--- src/rtl/wb_arbiter_pkg.sv ---
// Shared core types for the writeback arbiter: register/data widths and the
// write record carried through the multi-cycle result FIFO.
package wb_arbiter_pkg;

  localparam int REG_AW = 5;
  localparam int XLEN   = 32;
  localparam int NREGS  = 1 << REG_AW;

  typedef struct packed {
    logic [REG_AW-1:0] rd;
    logic [XLEN-1:0]   data;
  } wb_rec_t;

  function automatic logic [NREGS-1:0] rd_onehot(input logic [REG_AW-1:0] rd);
    logic [NREGS-1:0] mask;
    mask     = '0;
    mask[rd] = 1'b1;
    return mask;
  endfunction

endpackage

--- src/rtl/wb_fifo.sv ---
// Strict-order result FIFO for load/multi-cycle writebacks; exposes per-entry
// valid bits and destination registers so the parent can build a pending mask.
module wb_fifo
  import wb_arbiter_pkg::*;
#(
  parameter int DEPTH = 4
) (
  input  logic                           clk,
  input  logic                           rst,
  input  logic                           push,
  input  wb_rec_t                        push_rec,
  input  logic                           pop,
  output wb_rec_t                        head,
  output logic [$clog2(DEPTH):0]         count,
  output logic [DEPTH-1:0]               valid,
  output logic [DEPTH-1:0][REG_AW-1:0]   entry_rd
);

  localparam int PW = $clog2(DEPTH);
  localparam int CW = PW + 1;

  wb_rec_t          mem_q [DEPTH];
  wb_rec_t          mem_d [DEPTH];
  logic [PW-1:0]    wr_ptr_q, wr_ptr_d;
  logic [PW-1:0]    rd_ptr_q, rd_ptr_d;
  logic [CW-1:0]    count_q, count_d;
  logic [DEPTH-1:0] valid_q, valid_d;
  logic             push_ok, pop_ok;

  // Power-of-two depth lets the pointers wrap by plain overflow.
  always_comb begin
    push_ok  = push && (count_q != CW'(DEPTH));
    pop_ok   = pop && (count_q != '0);
    mem_d    = mem_q;
    wr_ptr_d = wr_ptr_q;
    rd_ptr_d = rd_ptr_q;
    count_d  = count_q;
    valid_d  = valid_q;
    if (push_ok) begin
      mem_d[wr_ptr_q]   = push_rec;
      valid_d[wr_ptr_q] = 1'b1;
      wr_ptr_d          = wr_ptr_q + 1'b1;
    end
    if (pop_ok) begin
      valid_d[rd_ptr_q] = 1'b0;
      rd_ptr_d          = rd_ptr_q + 1'b1;
    end
    case ({push_ok, pop_ok})
      2'b10:   count_d = count_q + 1'b1;
      2'b01:   count_d = count_q - 1'b1;
      default: count_d = count_q;
    endcase
  end

  always_ff @(posedge clk or negedge rst) begin
    if (!rst) begin
      wr_ptr_q <= '0;
      rd_ptr_q <= '0;
      count_q  <= '0;
      valid_q  <= '0;
    end else begin
      wr_ptr_q <= wr_ptr_d;
      rd_ptr_q <= rd_ptr_d;
      count_q  <= count_d;
      valid_q  <= valid_d;
    end
  end

  // Payload storage is qualified by valid_q, so it carries no reset.
  always_ff @(posedge clk) begin
    mem_q <= mem_d;
  end

  always_comb begin
    head  = mem_q[rd_ptr_q];
    count = count_q;
    valid = valid_q;
    for (int i = 0; i < DEPTH; i++) begin
      entry_rd[i] = mem_q[i].rd;
    end
  end

endmodule

--- src/rtl/wb_arbiter.sv ---
// Register-file write port arbiter: single-cycle ALU results have priority,
// queued multi-cycle results drain when the ALU is idle or has starved them.
module wb_arbiter
  import wb_arbiter_pkg::*;
#(
  parameter int DEPTH        = 4,
  parameter int STARVE_LIMIT = 8
) (
  input  logic                     clk,
  input  logic                     rst,
  input  logic                     alu_valid,
  input  logic [REG_AW-1:0]        alu_rd,
  input  logic [XLEN-1:0]          alu_data,
  output logic                     alu_stall,
  input  logic                     lsu_valid,
  output logic                     lsu_ready,
  input  logic [REG_AW-1:0]        lsu_rd,
  input  logic [XLEN-1:0]          lsu_data,
  output logic                     w_regs_en,
  output logic [REG_AW-1:0]        w_regs_addr,
  output logic [XLEN-1:0]          w_regs_data,
  output logic [NREGS-1:0]         pending_mask,
  output logic [$clog2(DEPTH):0]   fifo_count
);

  localparam int CW = $clog2(DEPTH) + 1;
  localparam int SW = $clog2(STARVE_LIMIT + 1);

  wb_rec_t                     head;
  wb_rec_t                     push_rec;
  logic [DEPTH-1:0]            valid;
  logic [DEPTH-1:0][REG_AW-1:0] entry_rd;
  logic                        push, pop, fifo_empty, starved;

  logic [SW-1:0]     starve_cnt_q, starve_cnt_d;
  logic              w_regs_en_q, w_regs_en_d;
  logic [REG_AW-1:0] w_regs_addr_q, w_regs_addr_d;
  logic [XLEN-1:0]   w_regs_data_q, w_regs_data_d;

  wb_fifo #(.DEPTH(DEPTH)) u_fifo (
    .clk      (clk),
    .rst      (rst),
    .push     (push),
    .push_rec (push_rec),
    .pop      (pop),
    .head     (head),
    .count    (fifo_count),
    .valid    (valid),
    .entry_rd (entry_rd)
  );

  // x0 results from the LSU are handshaken but never enqueued.
  always_comb begin
    fifo_empty    = (fifo_count == '0);
    lsu_ready     = rst && (fifo_count != CW'(DEPTH));
    push          = lsu_valid && lsu_ready && (lsu_rd != '0);
    push_rec.rd   = lsu_rd;
    push_rec.data = lsu_data;
    starved       = !fifo_empty && (starve_cnt_q == SW'(STARVE_LIMIT));
    pop           = !fifo_empty && (starved || !alu_valid);
    alu_stall     = rst && alu_valid && starved;

    w_regs_en_d   = 1'b0;
    w_regs_addr_d = '0;
    w_regs_data_d = '0;
    if (pop) begin
      w_regs_en_d   = 1'b1;
      w_regs_addr_d = head.rd;
      w_regs_data_d = head.data;
    end else if (alu_valid && (alu_rd != '0)) begin
      w_regs_en_d   = 1'b1;
      w_regs_addr_d = alu_rd;
      w_regs_data_d = alu_data;
    end

    if (fifo_empty || pop) begin
      starve_cnt_d = '0;
    end else if (starve_cnt_q != SW'(STARVE_LIMIT)) begin
      starve_cnt_d = starve_cnt_q + 1'b1;
    end else begin
      starve_cnt_d = starve_cnt_q;
    end

    pending_mask = '0;
    for (int i = 0; i < DEPTH; i++) begin
      if (valid[i]) begin
        pending_mask = pending_mask | rd_onehot(entry_rd[i]);
      end
    end
  end

  always_ff @(posedge clk or negedge rst) begin
    if (!rst) begin
      starve_cnt_q  <= '0;
      w_regs_en_q   <= 1'b0;
      w_regs_addr_q <= '0;
      w_regs_data_q <= '0;
    end else begin
      starve_cnt_q  <= starve_cnt_d;
      w_regs_en_q   <= w_regs_en_d;
      w_regs_addr_q <= w_regs_addr_d;
      w_regs_data_q <= w_regs_data_d;
    end
  end

  assign w_regs_en   = w_regs_en_q;
  assign w_regs_addr = w_regs_addr_q;
  assign w_regs_data = w_regs_data_q;

endmodule

--- config.mk ---
export PLATFORM = sky130hd
export DESIGN_NAME = wb_arbiter
export DESIGN_NICKNAME = d
export VERILOG_FILES = /design/src/rtl/wb_arbiter_pkg.sv /design/src/rtl/wb_fifo.sv /design/src/rtl/wb_arbiter.sv
export SDC_FILE = /design/constraint.sdc
export NUM_CORES = 1
export LEC_CHECK = 0
export ABC_AREA = 1
export CAP_MARGIN = 20
export CORE_MARGIN = 4
export CORE_UTILIZATION = 40
export CTS_CLUSTER_SIZE = 28
export DETAILED_ROUTE_END_ITERATION = 8
export GPL_TIMING_DRIVEN = 0
export PLACE_DENSITY = 0.75
export SYNTH_ARGS = -nofsm -noshare
export SYNTH_HDL_FRONTEND = slang
export SYNTH_HIERARCHICAL = 1
export SYNTH_SLANG_ARGS = --single-unit
--- constraint.sdc ---
create_clock -name clk -period 2.2 [get_ports clk]
set_clock_uncertainty 0.1 [all_clocks]
set_input_delay 0.44 -clock clk [delete_from_list [all_inputs] [get_ports clk]]
set_output_delay 0.44 -clock clk [all_outputs]
set_load 0.02 [all_outputs]
# Word-level counts from Yosys, hierarchy flattened
# Index checks and enable logic that the tools add are counted.
dict set report classes {
  n_addsub 5
  n_lt_le_gt_ge 15
  eq_ne 5
  mux 33
  n_bitwise 8
  reduce_logical 27
}
# cell n
set op_table {}
lappend op_table {{2-to-1 mux 32 bit} 6}
lappend op_table {{bitwise mux 148 bit} 1}
lappend op_table {{2-to-1 mux 37 bit} 3}
lappend op_table {{bitwise OR 32 bit} 3}
lappend op_table {{binary-select mux 37 bit (select 2 bit)} 1}
lappend op_table {{demux 37 bit (select 2 bit)} 1}
lappend op_table {{< comparator 5 x 6 -> 1 bit (second input constant)} 4}
lappend op_table {{demux 1 bit (select 5 bit)} 4}
lappend op_table {{greater-or-equal comparator 5 x 1 -> 1 bit (second input constant)} 4}
lappend op_table {{logical AND 1 bit} 17}
lappend op_table {{2-to-1 mux 4 bit} 4}
lappend op_table {{2-to-1 mux 5 bit} 2}
lappend op_table {{nonzero test 5 bit} 2}
lappend op_table {{2-to-1 mux 1 bit} 8}
lappend op_table {{greater-or-equal comparator 3 bit (second input constant)} 2}
lappend op_table {{< comparator 2 x 3 -> 1 bit (second input constant)} 2}
lappend op_table {{NOT 2 -> 3 bit} 2}
lappend op_table {{case mux 3 bit (2 select lines)} 1}
lappend op_table {{adder 2 x 1 -> 2 bit (second input constant)} 2}
lappend op_table {{adder 4 x 1 -> 4 bit (second input constant)} 1}
lappend op_table {{bitwise AND 4 bit} 1}
lappend op_table {{demux 1 bit (select 2 bit)} 2}
lappend op_table {{== test 4 bit (second input constant)} 1}
lappend op_table {{greater-or-equal comparator 2 x 1 -> 1 bit (second input constant)} 2}
lappend op_table {{14 further kinds} 17}
dict set report word_totals {
  reg_bits 201
  input_bits 78
}

# Depth between registers and ports, before layout
dict set report depth {
  word_depth 11
  depth_mapped 14
}

# By module
# The synthesis kept the hierarchy.
# module n_inst cells_per_inst area_per_inst_um2 seq_area_each_um2
set modules_own_cells {}
lappend modules_own_cells {wb_fifo 1 455 6283.5 4719.5}
lappend modules_own_cells {wb_arbiter 1 529 3140.5 1051.0}

# Least setup slack after synthesis
# Ideal clock, no wire load.
dict set report synth_path {
  kind {reg2reg}
  startpoint {reg u_fifo.count_q[1] (netlist: u_fifo/count[1])}
  endpoint {reg u_fifo.mem_q, in the netlist u_fifo/entry_rd[0], enable pin}
  t_arrival_ns 2.265
  required_ns 1.708
  path_slack_ns -0.556
  stages_incl_launch_ff 7
  path_buffers 0
  path_cell_list {dfrtp_1 nor2_1 a21oi_1 nand2_1 a21oi_1 nand3_1 inv_1}
}
dict set report synth_between {
  elab_chain_cells 5
}
# element line
set synth_rtl {}
lappend synth_rtl {{start: declaration} wb_fifo.sv:26} ;# logic [CW-1:0] count_q, count_d;
lappend synth_rtl {{start signal: assignment} wb_fifo.sv:64} ;# count_q <= count_d;
lappend synth_rtl {{!= test 3 bit} wb_arbiter.sv:55} ;# lsu_ready = rst && (fifo_count != CW'(DEPTH));
lappend synth_rtl {{logical AND 1 bit} wb_arbiter.sv:55}
lappend synth_rtl {{net lsu_ready} wb_arbiter.sv:16} ;# output logic lsu_ready,
lappend synth_rtl {{logical AND 1 bit (2 in series)} wb_arbiter.sv:56} ;# push = lsu_valid && lsu_ready && (lsu_rd != '0);
lappend synth_rtl {{net push} wb_arbiter.sv:33} ;# logic push, pop, fifo_empty, starved;
lappend synth_rtl {{logical AND 1 bit} wb_fifo.sv:32} ;# push_ok = push && (count_q != CW'(DEPTH));
lappend synth_rtl {{end signal: assignment} wb_fifo.sv:71} ;# mem_q <= mem_d;
lappend synth_rtl {{end: declaration} wb_fifo.sv:22} ;# wb_rec_t mem_q [DEPTH];
# The timed path passes the listed nets, and every way through them passes these cells.
# A chain may end at the register's enable or synchronous reset.

# Final worst setup path
dict set report layout_path {
  startpoint {reg u_fifo.mem_q, in the netlist u_fifo/entry_rd[14]}
  endpoint {out pending_mask[3]}
}
dict set report layout_between {
  elab_chain_cells 8
  word_cells_on_any_way 9
  classes_between {2 x order compare; 4 x mux; 2 x bitwise; 1 x reduce/logical}
}
# element line
set layout_rtl {}
lappend layout_rtl {{< comparator 5 x 6 -> 1 bit (not written as such) / greater-or-equal comparator 5 x 1 -> 1 bit (equally long branches)} wb_arbiter_pkg.sv:17} ;# mask[rd] = 1'b1;
lappend layout_rtl {{logical AND 1 bit (not written as such)} wb_arbiter_pkg.sv:17}
lappend layout_rtl {{2-to-1 mux 1 bit (not written as such)} wb_arbiter_pkg.sv:17}
lappend layout_rtl {{demux 1 bit (select 5 bit) (*)} wb_arbiter_pkg.sv:17}
lappend layout_rtl {{bitwise OR 32 bit (*)} wb_arbiter.sv:87} ;# pending_mask = pending_mask | rd_onehot(entry_rd[i]);
lappend layout_rtl {{2-to-1 mux 32 bit (*)} wb_arbiter.sv:86} ;# if (valid[i]) begin
lappend layout_rtl {{bitwise OR 32 bit} wb_arbiter.sv:87}
lappend layout_rtl {{2-to-1 mux 32 bit (*)} wb_arbiter.sv:86}
lappend layout_rtl {{end: declaration} wb_arbiter.sv:22} ;# output logic [NREGS-1:0] pending_mask,
# Every way passes the cells marked *; elsewhere a longest branch is shown, timed or not.

==> out/qor.csv <==
stage,metric,value,unit
floorplan,Initial Utilization,41.1,%
route,final wirelength,29800,µm
worst_setup_path,Worst Path Required,1.66,ns
route,DRC viols,0,
cts,clk_lat worst skew,0.50,ns
synthesis,"EDFF count, synth",148,
synthesis,synth unique cells,29,
timing,Slew headroom,39.2,%
finish,synthesis-to-layout area growth,42.6,%
synthesis,yosys warns,6,
route,ANT nets after route,0,
route,drt wl/cell,19.1,µm
run,Max-Cap Viols,0,
finish,multi-input logic area,3410,µm²
synthesis,Synth async-reset ratio,26.4,%
finish,share of post-route cells with drive strength above 1,24.3,%
timing,Tmin final,2.47,ns
synthesis,Yosys top cell by area,edfxtp_1,
finish,# nets final,1326,
finish,post-route cell area,13400,µm²
placed_design,Final GP Congestion,0.942,
timing,endpoints failing setup,33,
route,drt first pass iters,5,
placed_design,IO Port Bufs,152,
finish,register area,5780,µm²
floorplan,die area,26100,µm²
worst_setup_path,critical path data arrival time,1.93,ns
global_route,initial antenna violation count,1,
synthesis,Commonest cells post-synth,"nand2_1, nor2_1, edfxtp_1",
global_route,grt total ovfl,0,
synthesis,Post-Syn Instances,984,
power_and_ir_drop,LEAKAGE,0.00559,µW
floorplan,Die X,161,µm
route,Initial DRC Count,809,
cts,Max clock buf depth,3,
placed_design,Post-Place Cell Area,11400,µm²
floorplan,Die H,161,µm
finish,Finished Layout Cells,1564,
synthesis,"Primary FF master, synth",edfxtp_1,
timing,Final Hold Viols,0,
floorplan,Rows,55,
cts,clock sink count,201,
worst_setup_path,reg2reg setup slack,-0.04,ns
synthesis,dominant cells by area after synthesis,"edfxtp_1, dfrtp_1, nand2_1",
finish,Final Util,58.7,%
timing,period utilization,112,%
global_route,vias in the first global route,8293,
cts,CTS root buffer,clkbuf_16,
placed_design,placed instance count,1450,
worst_setup_path,Worst setup EP type,output pin,
route,vias per cell,5.22,
timing,worst slew pin tran,0.909,ns
status,status,"complete, but fails checks",
synthesis,"count leader, synth",nand2_1,
power_and_ir_drop,Total Power,14500,µW
route,DR vias,8159,
synthesis,post-synthesis sequential element count,201,
timing,RSZ-0062 raised after global routing,true,
global_route,largest net degree at the start of global routing,20,
synthesis,post-synthesis sequential area ratio,61.2,%
worst_setup_path,Crit Path Category,register to output pin,
global_route,gr usage total,22.5,%
timing,fin. max-slew vios,0,
floorplan,I/O Pins,153,
synthesis,Yosys top cell area share,47.2,%
cts,htree depth,1,
timing,final worst setup slack,-0.272,ns
floorplan,core area,22900,µm²
cts,clock-pin slew on the worst setup and hold paths,0.07,ns
global_route,first-pass GRT wire length,46000,µm
worst_hold_path,Hold Path Class,input port to register,
status,failing checks,setup timing,
timing,Fmax,405,MHz
synthesis,Synth Cell Area,9420,µm²
worst_setup_path,CP Max Fanout,4,
power_and_ir_drop,P per Cell Area,1080,nW/µm²
synthesis,Avg Inst Size Synth,9.58,µm²
worst_setup_path,CP Launch Type,register,
synthesis,post-synth net total,1074,
placed_design,HPWL after DPL,18200,µm
finish,# fillers,1819,
cts,CTS tree,done,
cts,CTS buffer count,20,
power_and_ir_drop,worst vdd ir,0.637,mV
## final cells by class
type | instances | share of cell area (%)
multi-input cells | 619 | 25.4
repair buffers | 226 | 17.0
diodes | 1 | 0.0186
well taps | 313 | 2.91
repair inverters | 4 | 0.223
inverters | 110 | 3.48
flip-flops and latches | 201 | 43.0
plain buffers | 54 | 2.99
clock buffers | 23 | 3.88
clock inverters | 13 | 1.10
## worst max-delay path, stage by stage (launching register included)
cell,delay (ns)
edfxtp_1,0.36
buf_6,0.12
clkinvlp_4,0.14
buf_4,0.20
nand3_2,0.12
nor2_1,0.05
a21oi_1,0.15
nand3_1,0.12
buf_2,0.18
## worst paths after layout
check	from	cells after the start	end
min in group asynchronous	rst	2	w_regs_data[4]
max in group asynchronous	rst	3	u_fifo/count[2]
max	u_fifo/entry_rd[14]	8	pending_mask[3]
min reg2reg	starve_cnt_q[0]	2	starve_cnt_q[0]
min	alu_data[5]	5	w_regs_data[5]
max reg2reg	starve_cnt_q[1]	13	u_fifo/count[2]
## metrics by stage
step / hold WS, ns / setup TNS, ns / setup slack, ns
after floorplan: 0.0444 / -0.0000790 / -0.0000790
after global placement: 0.380 / -555.51 / -3.03
after detailed placement: 0.329 / -169.36 / -1.02
after CTS: 0.426 / -6.07 / -0.249
after global routing: 0.448 / -9.55 / -0.395
final: 0.439 / -6.49 / -0.272
## sequential cells by signal (all words and copies together) (netlist names)
name,cells
u_fifo/rd_ptr_q,2
u_fifo/entry_rd,20
u_fifo/wr_ptr_q,2
w_regs_addr,5
u_fifo/count,3
u_fifo/mem_q,128
u_fifo/valid,4
w_regs_en,1
starve_cnt_q,4
w_regs_data,32
## cells in the final DEF, fill, tap and decap left out, types with 16 or more instances in the layout
cell type,count
o21ai_0,74
a21oi_2,17
a21oi_1,32
clkbuf_16,20
dfrtp_1,48
edfxtp_1,148
nand3_2,17
buf_6,43
buf_2,16
nand2_1,181
nor2_1,165
o22ai_1,37
nand3_1,21
buf_4,74
clkdlybuf4s50_1,117
clkinvlp_4,16
inv_1,83
nor3_4,17
## routing by layer
metal / vias to the layer above / wire length [µm] / GRT usage [%]
met3: 78 / 2580 / 3.98
met2: 449 / 14400 / 37.7
met5: - / 0 / 0
met4: 0 / 917 / 6.86
met1: 3868 / 11900 / 30.1
li1: 3764 / - / -
## cell families (layout without fill, tap and decap cells)
kind of cell    after synthesis  after routing  synth area share (%)
other cells                   0              1                     0
compound gates              166            166                  9.47
fa+ha+maj                    12             12                  1.67
simple gates                435            435                  18.7
xor+xnor                      6              6                 0.558
flops                       201            201                  61.2
buf+inv                     164            430                  8.32
## power breakdown
group / switching [µW] / internal (µW) / total (µW)
clock: 1400 / 2060 / 3470
combinational: 3610 / 2290 / 5900
sequential: 364 / 4800 / 5160
## repair_timing
action | in CTS | in global routing
gates resized for setup | 278 | 54
endpoints found under the setup margin | 185 | 68
pin swaps | 38 | 31
endpoints found under the hold margin | 35 | 0
gates cloned | 5 | 0
setup buffers | 51 | 18
hold buffers | 3 | 0
Note: power is estimated with default switching activity, not from simulation.
